### config.mk
export PLATFORM = sky130hd
export DESIGN_NAME = clk_rst_seq_flat
export DESIGN_NICKNAME = d
export VERILOG_FILES = /design/src/rtl/clk_rst_seq_if.sv /design/src/rtl/clk_rst_seq.sv /design/src/flat_wrapper.sv
export SDC_FILE = /design/constraint.sdc
export NUM_CORES = 1
export LEC_CHECK = 0
export BUFFER_PORTS_ARGS = -buffer_cell sky130_fd_sc_hd__buf_4
export CAP_MARGIN = 5
export CORE_MARGIN = 3
export CORE_UTILIZATION = 55
export DETAILED_ROUTE_END_ITERATION = 8
export GPL_TIMING_DRIVEN = 0
export PLACE_DENSITY = 0.81
export SYNTH_ARGS = -nofsm -noshare
export SYNTH_HDL_FRONTEND = slang
export SYNTH_SLANG_ARGS = --single-unit
export TNS_END_PERCENT = 30
### constraint.sdc
create_clock -name clk_i -period 4 [get_ports clk_i]
set_clock_uncertainty 0.15 [all_clocks]
set_input_delay 0.8 -clock clk_i [delete_from_list [all_inputs] [get_ports clk_i]]
set_output_delay 0.8 -clock clk_i [all_outputs]
set_load 0.02 [all_outputs]
### src/rtl/clk_rst_seq_if.sv
// -----------------------------------------------------------------------------
// clk_rst_seq_if
// Groups the request inputs and the per-domain clock-enable/reset outputs of
// clk_rst_seq. The clock and power-on reset stay as plain ports on the module.
//
//   sys_rst_ni   system reset request, active-low, targets every channel
//   ndm_rst_ni   debug reset request, active-low, targets channels in ch_mask_i
//   pll_lock_i   PLL locked
//   ch_mask_i    channels affected by a debug reset
//   clk_enb_o    per-channel clock enable
//   rst_no       per-channel reset, active-low
//   busy_o       high whenever the sequencer is not in RUN
//   rst_cause_o  last reset cause: 00 por, 01 sys, 10 ndm, 11 pll unlock
//
// master: the side that drives the requests (PLL / reset controller / bench)
// slave : the sequencer itself
// -----------------------------------------------------------------------------
interface clk_rst_seq_if #(
   parameter int NUM_CH = 4
) ();
   logic              sys_rst_ni;
   logic              ndm_rst_ni;
   logic              pll_lock_i;
   logic [NUM_CH-1:0] ch_mask_i;
   logic [NUM_CH-1:0] clk_enb_o;
   logic [NUM_CH-1:0] rst_no;
   logic              busy_o;
   logic [1:0]        rst_cause_o;

   modport master (
      output sys_rst_ni,
      output ndm_rst_ni,
      output pll_lock_i,
      output ch_mask_i,
      input  clk_enb_o,
      input  rst_no,
      input  busy_o,
      input  rst_cause_o
   );

   modport slave (
      input  sys_rst_ni,
      input  ndm_rst_ni,
      input  pll_lock_i,
      input  ch_mask_i,
      output clk_enb_o,
      output rst_no,
      output busy_o,
      output rst_cause_o
   );
endinterface

### src/rtl/clk_rst_seq.sv
// -----------------------------------------------------------------------------
// clk_rst_seq
// Multi-domain clock-enable and reset sequencer. Holds the targeted domains
// gated and in reset while any reset request or a PLL unlock is present, waits
// HOLD_CYCLES after the last request clears, then releases the domains one at
// a time in index order, STAGGER cycles apart (clock enable first, reset one
// cycle later). Debug resets only touch the channels selected by ch_mask_i.
//
// Ports:
//   clk_i   system clock (PLL output)
//   rst_ni  power-on reset, synchronous, active-low
//   bus     clk_rst_seq_if.slave: requests in, clk_enb_o/rst_no/busy_o/
//           rst_cause_o out (all outputs registered)
//
// Parameters:
//   NUM_CH       number of domains (1..16)
//   CNT_W        width of the hold and stagger counters
//   HOLD_CYCLES  cycles spent in COUNT before the first release
//   STAGGER      cycles between successive channel releases (>= 2)
// -----------------------------------------------------------------------------
module clk_rst_seq #(
   parameter int NUM_CH      = 4,
   parameter int CNT_W       = 16,
   parameter int HOLD_CYCLES = 1000,
   parameter int STAGGER     = 8
) (
   input  logic          clk_i,
   input  logic          rst_ni,
   clk_rst_seq_if.slave  bus
);

   localparam int IDX_W = (NUM_CH > 1) ? $clog2(NUM_CH) : 1;

   localparam logic [NUM_CH-1:0] ALL_CH    = {NUM_CH{1'b1}};
   localparam logic [CNT_W-1:0]  HOLD_LAST = CNT_W'(HOLD_CYCLES - 1);
   localparam logic [CNT_W-1:0]  STAG_LAST = CNT_W'(STAGGER - 1);
   localparam logic [IDX_W-1:0]  LAST_IDX  = IDX_W'(NUM_CH - 1);

   localparam logic [1:0] CAUSE_POR = 2'b00;
   localparam logic [1:0] CAUSE_SYS = 2'b01;
   localparam logic [1:0] CAUSE_NDM = 2'b10;
   localparam logic [1:0] CAUSE_PLL = 2'b11;

   typedef enum logic [2:0] {
      ST_WAIT_LOCK,
      ST_ASSERT,
      ST_COUNT,
      ST_STAGGER,
      ST_RUN
   } state_t;

   state_t            state_reg,  state_next;
   logic [NUM_CH-1:0] tgt_reg,    tgt_next;
   logic [CNT_W-1:0]  cnt_reg,    cnt_next;
   logic [CNT_W-1:0]  scnt_reg,   scnt_next;
   logic [IDX_W-1:0]  idx_reg,    idx_next;
   logic [1:0]        cause_reg,  cause_next;
   logic [NUM_CH-1:0] enb_reg,    enb_next;
   logic [NUM_CH-1:0] rstn_reg,   rstn_next;
   logic              busy_reg,   busy_next;

   // Per-cycle channel controls produced by the FSM and applied per channel.
   logic [NUM_CH-1:0] clr_mask;     // channels forced gated and in reset
   logic              enb_rel;      // release the clock enable of enb_rel_idx
   logic [IDX_W-1:0]  enb_rel_idx;
   logic              rst_rel;      // release the reset of idx_reg

   logic sys_req;
   logic ndm_req;
   logic any_req_low;

   // -------------------------------------------------------------------------
   // State and output registers
   // -------------------------------------------------------------------------
   always_ff @(posedge clk_i) begin
      if (!rst_ni) begin
         state_reg <= ST_WAIT_LOCK;
         tgt_reg   <= ALL_CH;
         cnt_reg   <= '0;
         scnt_reg  <= '0;
         idx_reg   <= '0;
         cause_reg <= CAUSE_POR;
         enb_reg   <= '0;
         rstn_reg  <= '0;
         busy_reg  <= 1'b1;
      end else begin
         state_reg <= state_next;
         tgt_reg   <= tgt_next;
         cnt_reg   <= cnt_next;
         scnt_reg  <= scnt_next;
         idx_reg   <= idx_next;
         cause_reg <= cause_next;
         enb_reg   <= enb_next;
         rstn_reg  <= rstn_next;
         busy_reg  <= busy_next;
      end
   end

   // -------------------------------------------------------------------------
   // Next-state logic. Requests are checked first in every state with the
   // priority pll unlock > sys > ndm; the per-state sequencing only runs on
   // cycles without an effective request.
   // -------------------------------------------------------------------------
   always_comb begin
      state_next  = state_reg;
      tgt_next    = tgt_reg;
      cnt_next    = cnt_reg;
      scnt_next   = scnt_reg;
      idx_next    = idx_reg;
      cause_next  = cause_reg;
      clr_mask    = '0;
      enb_rel     = 1'b0;
      enb_rel_idx = '0;
      rst_rel     = 1'b0;

      sys_req     = !bus.sys_rst_ni;
      // A debug reset with an empty mask has no target and is ignored.
      ndm_req     = !bus.ndm_rst_ni && (bus.ch_mask_i != '0);
      any_req_low = !bus.sys_rst_ni || !bus.ndm_rst_ni;

      if (!bus.pll_lock_i) begin
         state_next = ST_WAIT_LOCK;
         tgt_next   = ALL_CH;
         cause_next = CAUSE_PLL;
         cnt_next   = '0;
         clr_mask   = ALL_CH;
      end else if (sys_req) begin
         state_next = ST_ASSERT;
         tgt_next   = ALL_CH;
         cause_next = CAUSE_SYS;
         cnt_next   = '0;
         clr_mask   = ALL_CH;
      end else if (ndm_req) begin
         // The mask accumulates: an abort mid-stagger re-asserts every channel
         // of the old target as well as the newly requested ones.
         state_next = ST_ASSERT;
         tgt_next   = tgt_reg | bus.ch_mask_i;
         cause_next = CAUSE_NDM;
         cnt_next   = '0;
         clr_mask   = tgt_reg | bus.ch_mask_i;
      end else begin
         unique case (state_reg)
            ST_WAIT_LOCK,
            ST_ASSERT: begin
               // Leave only once both request lines are high; a held debug
               // request with an empty mask still keeps the domains waiting.
               if (!any_req_low) begin
                  state_next = ST_COUNT;
                  cnt_next   = '0;
               end
            end

            ST_COUNT: begin
               if (cnt_reg == HOLD_LAST) begin
                  // Entry edge of STAGGER: channel 0 gets its clock back here.
                  state_next  = ST_STAGGER;
                  idx_next    = '0;
                  scnt_next   = '0;
                  enb_rel     = 1'b1;
                  enb_rel_idx = '0;
               end else begin
                  cnt_next = cnt_reg + CNT_W'(1);
               end
            end

            ST_STAGGER: begin
               // scnt_reg == 0 is the cycle right after a clock-enable release,
               // so the reset of the current channel follows one edge later.
               if (scnt_reg == '0) begin
                  rst_rel = 1'b1;
                  if (idx_reg == LAST_IDX) begin
                     state_next = ST_RUN;
                     tgt_next   = '0;
                  end
               end
               // STAGGER >= 2 keeps the enable release of the next channel on a
               // different cycle from the reset release of the current one.
               if (scnt_reg == STAG_LAST) begin
                  scnt_next   = '0;
                  idx_next    = idx_reg + IDX_W'(1);
                  enb_rel     = 1'b1;
                  enb_rel_idx = idx_reg + IDX_W'(1);
               end else begin
                  scnt_next = scnt_reg + CNT_W'(1);
               end
            end

            ST_RUN: begin
            end

            default: begin
               state_next = ST_WAIT_LOCK;
               tgt_next   = ALL_CH;
               clr_mask   = ALL_CH;
            end
         endcase
      end

      busy_next = (state_next != ST_RUN);
   end

   // -------------------------------------------------------------------------
   // Per-channel output update. A channel outside the target is never cleared
   // and is already high, so releasing it again during STAGGER is a no-op.
   // -------------------------------------------------------------------------
   genvar gi;
   generate
      for (gi = 0; gi < NUM_CH; gi = gi + 1) begin : g_ch
         assign enb_next[gi]  = !clr_mask[gi] &&
                                (enb_reg[gi] || (enb_rel && (enb_rel_idx == IDX_W'(gi))));
         assign rstn_next[gi] = !clr_mask[gi] &&
                                (rstn_reg[gi] || (rst_rel && (idx_reg == IDX_W'(gi))));
      end
   endgenerate

   assign bus.clk_enb_o   = enb_reg;
   assign bus.rst_no      = rstn_reg;
   assign bus.busy_o      = busy_reg;
   assign bus.rst_cause_o = cause_reg;

endmodule

### src/flat_wrapper.sv
// flat-port wrapper written by rule: the top's interface ports become plain ports
module clk_rst_seq_flat 
#(
   parameter int NUM_CH      = 4,
   parameter int CNT_W       = 16,
   parameter int HOLD_CYCLES = 1000,
   parameter int STAGGER     = 8
)
  (clk_i, rst_ni, bus_sys_rst_ni, bus_ndm_rst_ni, bus_pll_lock_i, bus_ch_mask_i, bus_clk_enb_o, bus_rst_no, bus_busy_o, bus_rst_cause_o);
  clk_rst_seq_if #(.NUM_CH(NUM_CH)) bus_i ();
  input  logic clk_i;
  input  logic rst_ni;
  input wire logic [$bits(bus_i.sys_rst_ni)-1:0] bus_sys_rst_ni;
  input wire logic [$bits(bus_i.ndm_rst_ni)-1:0] bus_ndm_rst_ni;
  input wire logic [$bits(bus_i.pll_lock_i)-1:0] bus_pll_lock_i;
  input wire logic [$bits(bus_i.ch_mask_i)-1:0] bus_ch_mask_i;
  output wire logic [$bits(bus_i.clk_enb_o)-1:0] bus_clk_enb_o;
  output wire logic [$bits(bus_i.rst_no)-1:0] bus_rst_no;
  output wire logic [$bits(bus_i.busy_o)-1:0] bus_busy_o;
  output wire logic [$bits(bus_i.rst_cause_o)-1:0] bus_rst_cause_o;
  assign bus_i.sys_rst_ni = bus_sys_rst_ni;
  assign bus_i.ndm_rst_ni = bus_ndm_rst_ni;
  assign bus_i.pll_lock_i = bus_pll_lock_i;
  assign bus_i.ch_mask_i = bus_ch_mask_i;
  assign bus_clk_enb_o = bus_i.clk_enb_o;
  assign bus_rst_no = bus_i.rst_no;
  assign bus_busy_o = bus_i.busy_o;
  assign bus_rst_cause_o = bus_i.rst_cause_o;
  clk_rst_seq #(.NUM_CH(NUM_CH), .CNT_W(CNT_W), .HOLD_CYCLES(HOLD_CYCLES), .STAGGER(STAGGER)) u_core (.clk_i(clk_i), .rst_ni(rst_ni), .bus(bus_i));
endmodule
==> metrics.md <==
| Metric | Value |
|---|---|
| Outcome | `finished clean` |
| Power Density | `about 320 mW/mm^2` |
| CP arrival | `between 2 and 3 ns` |
| Core Region | `0.00444 mm^2` |
| Most frequent cells in the layout | `dfxtp_1 (52), nor2_1 (36), nand2_1 (25)` |
| Setup TNS | `0 ns` |
| Setup CP Type | `input pin to flip-flop` |
| Total wire length | `between 5 and 6 mm` |
| RSZ-0062 raised after global routing | `false` |
| Placement Rows | `24` |
| Clock sink count | `52` |
| Period utilization | `0.624` |
| Vert. Die Dim | `roughly 74 um` |
| CTS tree | `done` |
| Worst Reg-to-Reg Cells | `5` |
| Area grow syn2layout | `12.6%` |
| Fin cells | `between 300 and 400` |
| VDD IR max | `around 0.00022 V` |
| # DRC | `0` |
| Number of global-route vias before repair | `~2200` |
| Iteration-0 DRC Markers | `around 150` |
| Commonest non-fill, non-tap cell in the layout | `dfxtp_1` |
| Rel. slew slack | `0.549` |
| Least-Margin Pin Slew | `~0.68 ns` |
| N_diodes | `0` |
| Fin. max-slew vios | `0` |
| Setup bufs post-CTS | `0` |
| H-tree Lvls | `2` |
| Post-synthesis register bit count | `52` |
| Antenna violations before repair | `0` |
| Mapped cell area | `about 0.0026 mm^2` |
| Hold Crit Start | `u_core.tgt_reg[1]` |
| Die area | `~0.0055 mm^2` |
| Min Tclk post-route | `about 2.5 ns` |
| Syn. warnings | `0` |
| Share of cells above drive strength 1 | `0.110` |
| Antenna viol nets, final | `0` |
| Req. time, crit path | `between 4 and 5 ns` |
| # Max-Cap Violations | `0` |
| Drt wl/cell | `approximately 15 um` |
| Hold WC Path Type | `flip-flop to flip-flop` |
| Detailed Place HPWL | `~4.3 mm` |
| Final hold viol count | `0` |
| # setup viols final | `0` |
| Drt pass-1 iters | `4` |
| Hold_buf cts | `0` |
| Mapped Cells | `308` |
| Mean Syn Cell Area | `roughly 8.4 um^2` |
| Starting Density | `0.580` |
| Dpl cell area | `0.00278 mm^2` |
| Synth Flop Type | `dfxtp_1` |
| Post-synth EDFFs | `0` |
| Vias per cell | `6.11` |
| Placed insts | `approximately 380` |
| GRT overflow | `0` |
| Reg clk slew, reported paths | `about 0.10 ns` |
| Total Routing Usage GR | `0.220` |
| Clk buf depth | `2` |
| Async set-reset flop share out of synthesis | `0` |
| Clk Latency, worst-skew pair | `between 0.3 and 0.4 ns` |
| Synth Net Count | `324` |
| Cell count of the worst hold path | `1` |
| Largest net degree at the start of global routing | `18` |
| CTS-repair resized insts | `0` |
| Reg2reg start | `u_core.scnt_reg[2]` |
| WHS Endpoint | `u_core.tgt_reg[1]` |
| Startpoint Class | `input pin` |
| Fin nets | `350` |
| Static leakage power | `1.01 nW` |
| Worst Setup End Kind | `flip-flop` |
| CTS root buf | `clkbuf_8` |
| # fillers | `approximately 380` |
| Netlist cell types | `just over 50` |
| Flop-to-flop setup slack | `1.70 ns` |
| First-pass GRT wire length | `~9.5 mm` |
| I/O Pins | `20` |
| Reg2reg end | `u_core.scnt_reg[15]` |
| Finished Cell Area | `about 0.0029 mm^2` |
| CP Max Fanout | `9` |
| Sequential-to-total area share from yosys stat | `0.404` |
| Placer Congestion | `0.877` |
| Port Buffers | `19` |
| DIE WIDTH | `between 70 and 80 um` |
| Vias | `approximately 2400` |
| CTS Buf Count | `5` |
| Max Clk Rate | `between 400 and 500 MHz` |
worst max-delay path: stages:
cell       delay [ns]
buf_4            0.12
nor4_4           0.42
o2111ai_1        0.39
nor2_1           0.51
a21oi_1          0.12
a211oi_1         0.21
power breakdown:
group / internal, mW / switching [mW]
Clock: 0.189 / 0.183
Combinational: 0.0163 / 0.0277
Sequential: 0.520 / 0.00298
Total: 0.725 / 0.214
layer usage:
layer,part of all wire,vias to the layer above,track usage,routed length (um)
met5,0,-,0,0
met4,0.014,0,0.0870,82
met3,0.049,7,0.0514,278
met2,0.48,59,0.367,2710
met1,0.46,1112,0.274,2640
li1,-,1188,-,-
cell usage after synthesis (6+ instances only):
cell type	count	share of area
a21o_1	10	0.029
a21oi_1	19	0.037
dfxtp_1	52	0.40
ha_1	7	0.034
inv_1	11	0.016
nand2_1	25	0.036
nand3_1	16	0.031
nand4_1	8	0.019
nor2_1	36	0.052
nor3_1	12	0.023
nor4_1	10	0.024
o211ai_1	6	0.017
o21ai_0	18	0.035
xor2_1	10	0.034
how the worst max path moves through the flow:
| stage | from | to | slack (ns) | depth (start not counted) |
|---|---|---|---|---|
| CTS | bus_ch_mask_i[1] | u_core.scnt_reg[13] | 1.48 | 6 |
| global placement | bus_ch_mask_i[1] | u_core.scnt_reg[12] | 1.19 | 6 |
| finish | bus_ch_mask_i[1] | u_core.scnt_reg[12] | 1.50 | 6 |
| detailed placement | bus_ch_mask_i[1] | u_core.scnt_reg[13] | 1.15 | 6 |
| global route | bus_ch_mask_i[1] | u_core.scnt_reg[14] | 1.22 | 6 |
| floorplan | bus_ch_mask_i[1] | u_core.cnt_reg[3] | 1.56 | 6 |
per-stage QoR:
stage           util  hold slack (ns)  total power [mW]  setup slack, ns
6_report       0.653            0.308             0.939             1.50
5_1_grt        0.653            0.319             0.966             1.22
2_1_floorplan      -            0.271             0.559             1.56
3_3_place_gp   0.626            0.277             0.579             1.19
3_5_place_dp   0.626            0.286             0.579             1.15
4_1_cts        0.653            0.311             0.945             1.48
area by class of cell:
class	count	area [um^2]	area share
clock inverters	3	47.5	0.0164
flip-flops and latches	52	1040	0.359
plain buffers	7	36.3	0.0125
repair buffers	19	143	0.0492
multi-input cells	237	1450	0.501
well taps	52	65.1	0.0224
clock buffers	5	68.8	0.0237
inverters	12	45.0	0.0155
cells by family after synthesis:
logic type | after synthesis | synth area share
multiplexers | 2 | 0.00777
AND/OR/NAND/NOR | 139 | 0.286
buffers and inverters | 19 | 0.0316
AO/OA/AOI/OAI | 78 | 0.199
XOR/XNOR | 11 | 0.0374
adder cells (fa/ha/maj) | 7 | 0.0340
flip-flops | 52 | 0.404
Power figures use the tool's default switching activity.
